--- src/rtl/alu_arbiter_if.sv ---
// Bus bundle between the two operand generators, the arbiter and the shared ALU.
// Handshake: a request transfers on a rising edge where reqN_valid && reqN_ready;
// the requester holds valid and operands stable until that edge. rsp_valid is a
// single-cycle pulse with no backpressure.
`timescale 1ns/1ps

interface alu_arbiter_if #(
  parameter int data_width = 32
);
  // requester 0
  logic                         req0_valid;
  logic                         req0_ready;
  logic signed [data_width-1:0] req0_A;
  logic signed [data_width-1:0] req0_B;
  logic [3:0]                   req0_op;
  // requester 1
  logic                         req1_valid;
  logic                         req1_ready;
  logic signed [data_width-1:0] req1_A;
  logic signed [data_width-1:0] req1_B;
  logic [3:0]                   req1_op;
  // shared ALU
  logic signed [data_width-1:0] alu_A;
  logic signed [data_width-1:0] alu_B;
  logic [3:0]                   alu_op;
  logic signed [data_width-1:0] alu_R;
  logic                         alu_flag;
  // response
  logic                         rsp_valid;
  logic                         rsp_id;
  logic signed [data_width-1:0] rsp_R;
  logic                         rsp_flag;

  // arbiter side
  modport slave (
    input  req0_valid, req0_A, req0_B, req0_op,
    output req0_ready,
    input  req1_valid, req1_A, req1_B, req1_op,
    output req1_ready,
    output alu_A, alu_B, alu_op,
    input  alu_R, alu_flag,
    output rsp_valid, rsp_id, rsp_R, rsp_flag
  );

  // environment side: requesters, ALU and response consumer
  modport master (
    output req0_valid, req0_A, req0_B, req0_op,
    input  req0_ready,
    output req1_valid, req1_A, req1_B, req1_op,
    input  req1_ready,
    input  alu_A, alu_B, alu_op,
    output alu_R, alu_flag,
    input  rsp_valid, rsp_id, rsp_R, rsp_flag
  );
endinterface

--- src/rtl/alu_arbiter.sv ---
// Round-robin arbiter sharing one registered ALU between two requesters.
// One operation is in flight at a time: IDLE grants and issues operands, WAIT
// counts out the ALU latency and captures the result tagged with the owner id.
// Handshake: a request transfers on a rising edge where reqN_valid && reqN_ready;
// ready is only raised in IDLE, out of reset, for the granted requester.
// alu_latency must lie in 1..7 (the wait counter is three bits wide).
`timescale 1ns/1ps

module alu_arbiter #(
  parameter int data_width  = 32,
  parameter int alu_latency = 1
) (
  input  logic          clk,
  input  logic          rst,
  alu_arbiter_if.slave  bus,
  output logic          dbg_state
);

  typedef enum logic {
    IDLE = 1'b0,
    WAIT = 1'b1
  } state_t;

  localparam logic [2:0] lat_count = 3'(alu_latency);

  state_t state;
  state_t state_next;

  logic [2:0] counter;
  logic       last_grant;
  logic       owner_id;

  logic       grant_any;
  logic       grant_id;
  logic       accept;
  logic       capture;

  logic signed [data_width-1:0] sel_A;
  logic signed [data_width-1:0] sel_B;
  logic [3:0]                   sel_op;

  assign dbg_state = logic'(state);

  // Round-robin pick: a lone requester wins; on a tie the one not served last wins.
  always_comb begin
    grant_any = bus.req0_valid | bus.req1_valid;
    grant_id  = 1'b0;
    if (bus.req0_valid && bus.req1_valid) begin
      grant_id = ~last_grant;
    end else if (bus.req1_valid) begin
      grant_id = 1'b1;
    end
  end

  // Operand mux for the granted requester.
  always_comb begin
    sel_A  = bus.req0_A;
    sel_B  = bus.req0_B;
    sel_op = bus.req0_op;
    if (grant_id) begin
      sel_A  = bus.req1_A;
      sel_B  = bus.req1_B;
      sel_op = bus.req1_op;
    end
  end

  // State register.
  always_ff @(posedge clk) begin
    if (!rst) begin
      state <= IDLE;
    end else begin
      state <= state_next;
    end
  end

  // Next state, ready outputs, accept/capture strobes.
  always_comb begin
    state_next     = state;
    bus.req0_ready = 1'b0;
    bus.req1_ready = 1'b0;
    accept         = 1'b0;
    capture        = 1'b0;
    case (state)
      IDLE: begin
        // Ready is raised only toward a requester that is valid, so a raised
        // ready always completes a handshake at the next edge.
        if (rst && grant_any) begin
          bus.req0_ready = ~grant_id;
          bus.req1_ready = grant_id;
          accept         = 1'b1;
          state_next     = WAIT;
        end
      end
      WAIT: begin
        if (counter == lat_count) begin
          capture    = 1'b1;
          state_next = IDLE;
        end
      end
      default: begin
        state_next = IDLE;
      end
    endcase
  end

  // Latency counter: cleared on issue, counts every WAIT cycle.
  always_ff @(posedge clk) begin
    if (!rst) begin
      counter <= 3'd0;
    end else if (accept) begin
      counter <= 3'd0;
    end else if (state == WAIT) begin
      counter <= counter + 3'd1;
    end
  end

  // Issue: register the winner's operands toward the ALU and remember the owner.
  // The ALU keeps seeing the last operands while idle; those results are ignored.
  always_ff @(posedge clk) begin
    if (!rst) begin
      bus.alu_A  <= '0;
      bus.alu_B  <= '0;
      bus.alu_op <= 4'd0;
      owner_id   <= 1'b0;
      last_grant <= 1'b1;
    end else if (accept) begin
      bus.alu_A  <= sel_A;
      bus.alu_B  <= sel_B;
      bus.alu_op <= sel_op;
      owner_id   <= grant_id;
      last_grant <= grant_id;
    end
  end

  // Response: one-cycle valid pulse; captured fields hold until the next capture.
  // A reset during WAIT drops the in-flight operation without a response.
  always_ff @(posedge clk) begin
    if (!rst) begin
      bus.rsp_valid <= 1'b0;
      bus.rsp_id    <= 1'b0;
      bus.rsp_R     <= '0;
      bus.rsp_flag  <= 1'b0;
    end else begin
      bus.rsp_valid <= capture;
      if (capture) begin
        bus.rsp_id   <= owner_id;
        bus.rsp_R    <= bus.alu_R;
        bus.rsp_flag <= bus.alu_flag;
      end
    end
  end

endmodule

--- src/flat_wrapper.sv ---
// flat-port wrapper written by rule: the top's interface ports become plain ports
module alu_arbiter_flat 
#(
  parameter int data_width  = 32,
  parameter int alu_latency = 1
)
  (clk, rst, dbg_state, bus_req0_valid, bus_req0_A, bus_req0_B, bus_req0_op, bus_req0_ready, bus_req1_valid, bus_req1_A, bus_req1_B, bus_req1_op, bus_req1_ready, bus_alu_A, bus_alu_B, bus_alu_op, bus_alu_R, bus_alu_flag, bus_rsp_valid, bus_rsp_id, bus_rsp_R, bus_rsp_flag);
  alu_arbiter_if #(.data_width(data_width)) bus_i ();
  input  logic clk;
  input  logic rst;
  output logic dbg_state;
  input wire logic [$bits(bus_i.req0_valid)-1:0] bus_req0_valid;
  input wire logic [$bits(bus_i.req0_A)-1:0] bus_req0_A;
  input wire logic [$bits(bus_i.req0_B)-1:0] bus_req0_B;
  input wire logic [$bits(bus_i.req0_op)-1:0] bus_req0_op;
  output wire logic [$bits(bus_i.req0_ready)-1:0] bus_req0_ready;
  input wire logic [$bits(bus_i.req1_valid)-1:0] bus_req1_valid;
  input wire logic [$bits(bus_i.req1_A)-1:0] bus_req1_A;
  input wire logic [$bits(bus_i.req1_B)-1:0] bus_req1_B;
  input wire logic [$bits(bus_i.req1_op)-1:0] bus_req1_op;
  output wire logic [$bits(bus_i.req1_ready)-1:0] bus_req1_ready;
  output wire logic [$bits(bus_i.alu_A)-1:0] bus_alu_A;
  output wire logic [$bits(bus_i.alu_B)-1:0] bus_alu_B;
  output wire logic [$bits(bus_i.alu_op)-1:0] bus_alu_op;
  input wire logic [$bits(bus_i.alu_R)-1:0] bus_alu_R;
  input wire logic [$bits(bus_i.alu_flag)-1:0] bus_alu_flag;
  output wire logic [$bits(bus_i.rsp_valid)-1:0] bus_rsp_valid;
  output wire logic [$bits(bus_i.rsp_id)-1:0] bus_rsp_id;
  output wire logic [$bits(bus_i.rsp_R)-1:0] bus_rsp_R;
  output wire logic [$bits(bus_i.rsp_flag)-1:0] bus_rsp_flag;
  assign bus_i.req0_valid = bus_req0_valid;
  assign bus_i.req0_A = bus_req0_A;
  assign bus_i.req0_B = bus_req0_B;
  assign bus_i.req0_op = bus_req0_op;
  assign bus_req0_ready = bus_i.req0_ready;
  assign bus_i.req1_valid = bus_req1_valid;
  assign bus_i.req1_A = bus_req1_A;
  assign bus_i.req1_B = bus_req1_B;
  assign bus_i.req1_op = bus_req1_op;
  assign bus_req1_ready = bus_i.req1_ready;
  assign bus_alu_A = bus_i.alu_A;
  assign bus_alu_B = bus_i.alu_B;
  assign bus_alu_op = bus_i.alu_op;
  assign bus_i.alu_R = bus_alu_R;
  assign bus_i.alu_flag = bus_alu_flag;
  assign bus_rsp_valid = bus_i.rsp_valid;
  assign bus_rsp_id = bus_i.rsp_id;
  assign bus_rsp_R = bus_i.rsp_R;
  assign bus_rsp_flag = bus_i.rsp_flag;
  alu_arbiter #(.data_width(data_width), .alu_latency(alu_latency)) u_core (.clk(clk), .rst(rst), .bus(bus_i), .dbg_state(dbg_state));
endmodule
--- config.mk ---
export PLATFORM = sky130hd
export DESIGN_NAME = alu_arbiter_flat
export DESIGN_NICKNAME = d
export VERILOG_FILES = /design/src/rtl/alu_arbiter_if.sv /design/src/rtl/alu_arbiter.sv /design/src/flat_wrapper.sv
export SDC_FILE = /design/constraint.sdc
export NUM_CORES = 1
export LEC_CHECK = 0
export ABC_AREA = 0
export CORE_AREA = 2 2 122 124
export CTS_CLUSTER_SIZE = 14
export DETAILED_ROUTE_END_ITERATION = 10
export DIE_AREA = 0 0 124 126
export GPL_TIMING_DRIVEN = 0
export PLACE_DENSITY = 0.75
export SLEW_MARGIN = 20
export SYNTH_ARGS = -nofsm -noshare
export SYNTH_HDL_FRONTEND = slang
export SYNTH_SLANG_ARGS = --single-unit
--- constraint.sdc ---
create_clock -name clk -period 1.6 [get_ports clk]
set_input_delay 0.32 -clock clk [delete_from_list [all_inputs] [get_ports clk]]
set_output_delay 0.32 -clock clk [all_outputs]
set_load 0.05 [all_outputs]
==> results of run 1 <==
==> per-stage QoR <==
stage	setup WS [ns]	instance area (sq um)	hold slack [ns]	setup TNS, ns
finish	-0.08936	8223	0.3660	-0.1529
global route	-0.1354	8223	0.3767	-0.2608
CTS	-0.1780	8153	0.3562	-0.3825
detailed placement	-1.362	7757	0.4467	-39.80
global placement	-1.364	7757	0.4412	-40.26
floorplan	-0.01382	4765	0.4324	-0.1106
==> cells by family (layout without fill, tap and decap cells) <==
logic type / Yosys count / in the layout / share of synthesized area [%]
DFF: 109 / 109 / 45.98
AOI/OAI and AO/OA: 160 / 160 / 20.06
xor gates and xnor gates: 2 / 2 / 0.3692
buffers and inverters: 66 / 370 / 6.406
adders and majority gates: 2 / 2 / 0.5272
and+or+nand+nor: 263 / 263 / 26.65
==> metal layers <==
| metal | vias to the layer above | wire length (microns) |
|---|---|---|
| li1 | 2737 | - |
| met1 | 2476 | 7023 |
| met2 | 240 | 8423 |
| met3 | 37 | 2036 |
| met4 | 0 | 482 |
| met5 | - | 0 |
==> state kept, by name, indices dropped and copies added (netlist names) <==
register              count
u_core.bus.alu_A         32
u_core.bus.alu_B         32
u_core.bus.alu_op         4
u_core.bus.rsp_R         32
u_core.bus.rsp_flag       1
u_core.bus.rsp_id         1
u_core.bus.rsp_valid      1
u_core.counter            3
u_core.dbg_state          1
u_core.last_grant         1
u_core.owner_id           1
==> cells in the mapped netlist (2+ instances only) <==
master / number
a21oi_1: 34
a221o_1: 15
a31oi_1: 54
and3_1: 14
and3b_1: 2
buf_2: 9
buf_6: 6
clkbuf_1: 49
dfxtp_1: 109
ha_1: 2
nand2_1: 125
nand3_1: 54
nor2_1: 6
nor3_1: 2
o21ai_0: 54
or3_1: 54
==> path summary, 6_finish.rpt <==
| kind | from | end | slack, ns | depth (start not counted) |
|---|---|---|---|---|
| max | u_core.last_grant$_SDFFE_PN1P_ | bus_req0_ready | -0.09 | 5 |
| min | rst | u_core.bus.alu_A[7]$_SDFFE_PN0P_ | 0.37 | 3 |
| max reg2reg | u_core.dbg_state$_SDFF_PN0_ | u_core.bus.alu_B[17]$_SDFFE_PN0P_ | 0.05 | 6 |
| min reg2reg | u_core.bus.rsp_R[18]$_SDFFE_PN0P_ | u_core.bus.rsp_R[18]$_SDFFE_PN0P_ | 0.45 | 2 |
==> power groups by stage <==
stage	combinational, mW	sequential (mW)	clock, mW
floorplan	0.463	3.45	0
global placement	1.79	2.99	0
detailed placement	1.80	2.99	0
CTS	1.78	2.92	2.56
global route	1.91	2.94	2.66
finish	1.79	2.93	2.52
==> worst max-delay path, stage by stage, from the launching register on <==
cell,delay (ns)
dfxtp_4,0.38
nor2b_2,0.05
buf_6,0.12
nor3b_4,0.21
buf_6,0.13
buf_8,0.13
==> cell type report <==
cell class | instances | area share [%]
clock buffers | 10 | 2.906
clock inverters | 6 | 1.126
repair buffers | 291 | 34.10
well taps | 184 | 2.800
multi-input cells | 427 | 28.04
plain buffers | 61 | 4.306
flip-flops and latches | 109 | 26.63
inverters | 2 | 0.09130
==> repair_timing <==
action	CTS	global route
pin swaps	22	1
setup endpoints to repair	188	107
setup buffers	7	6
cloned	2	0
gates resized for setup	169	46
==> run metrics, run 1 <==
status finished, violations left; failing checks negative setup slack; CTS HTree Levels 3; Hold WC Path Type in -> reg; Post-DP HPWL 13.13 mm; placed cell count 1062; met2 usage 38.20%; yosys warns 0; initial DRC count between 300 and 400; Static Leakage 3.387 nW; Total Routing Usage GR between 20% and 30%; max cap viols 0; detailed-route via count 5490; share of the yosys chip area belonging to registers a little under half; Post-Syn Nets 777; GP Congestion between 0.8 and 0.9; most common cell after layout, fill and taps aside clkdlybuf4s50_1; Sequential Power Share between 40% and 50%; commonest cells after routing, fill and taps aside clkdlybuf4s50_1 (169), nand2_1 (124), dfxtp_1 (107), dlygate4sd2_1 (87); Worst Skew 0.01258 ns; Avg Synthesized Cell Area between 7 and 8 sq um; final WL 17.97 mm; ant diodes 0; async set-reset flop share out of synthesis 0%; GR met3 Demand/Resource 8.333%; vias per cell 5.037; # rows 44; FF+latch count, synth 109; ys flop type dfxtp_1; Synth cell types 29; initial antenna violation count 0; area grow syn2layout 73.27%; clock-pin slew on the worst setup and hold paths 0.08 ns; drt pass-1 iters 4; Root Buffer Master clkbuf_16; Core Util, Final 57.45%; Multi-input gate area 2306 sq um; Final period util 105.6%; Final Max Tran Viols 0; Clock Power Share 34.8%; EDFF count, synth 0; WL/cell between 15 and 20 microns; Final setup viols 2; VDD IR-drop max about 480 uV; critical-path maximum fanout 4; Routed Antenna Nets 0; port bufs roughly 280; Post-Layout Cell Count 1090; worst relative slew slack 63.26%; Sw Ratio 30.16%; Sequential Area 2190 sq um; Clock Path Buffers 2; Arrival @ worst endpoint 1.37 ns; area leader, netlist dfxtp_1; Gate power share 24.8%; RSZ-0062 raised after global routing true; startpoint types register; die footprint 15620 sq um; Post-Syn Instances 602; first-pass GRT wire length 27.52 mm; PnR Total Power 7.239 mW; synthesized area approximately 4700 sq um; DRC viols 0; number of fillers in the final layout around 1.4k; IO Count 279; worst-skew pair later-pin latency ~0.35 ns; endpoint type of the worst setup path output pin; grt met1 use 25.34%; P_sw 2.183 mW; ratio of cells with drive above 1 in the final layout about a tenth; Internal 5.056 mW; P per Cell Area 880.3 nW/um^2; vias in the first global route 5414; fmax just under 0.6 GHz; CTS Sinks 109; CTS buffer count 9; largest net degree at the start of global routing 19; Worst-Margin Slew 0.5511 ns; Core Area 14310 sq um; total grt overflow 0; worst endpoint required time 1.28 ns; Chip Height 126 microns; Crit Path Class reg -> out; starting density of the core 33.16%; top cell type's share of synthesized area a little under half; final worst setup slack -0.08936 ns; TritonCTS clock tree built; Die W 124 microns; endpoints failing hold 0; GR peak layer met2; min Tclk post-route approximately 1.7 ns; nets 1076; hold_buf cts 0; Synth area leaders dfxtp_1 (46%), nand2_1 (9.9%), a31oi_1 (7.1%)
Note: power is estimated with default switching activity, not from simulation.
==> inputs of run 2 (changes only) <==
- SLEW_MARGIN: 20 -> 25
==> results of run 2 <==
Final layout, timing and power as in run 1 (identical DEF).
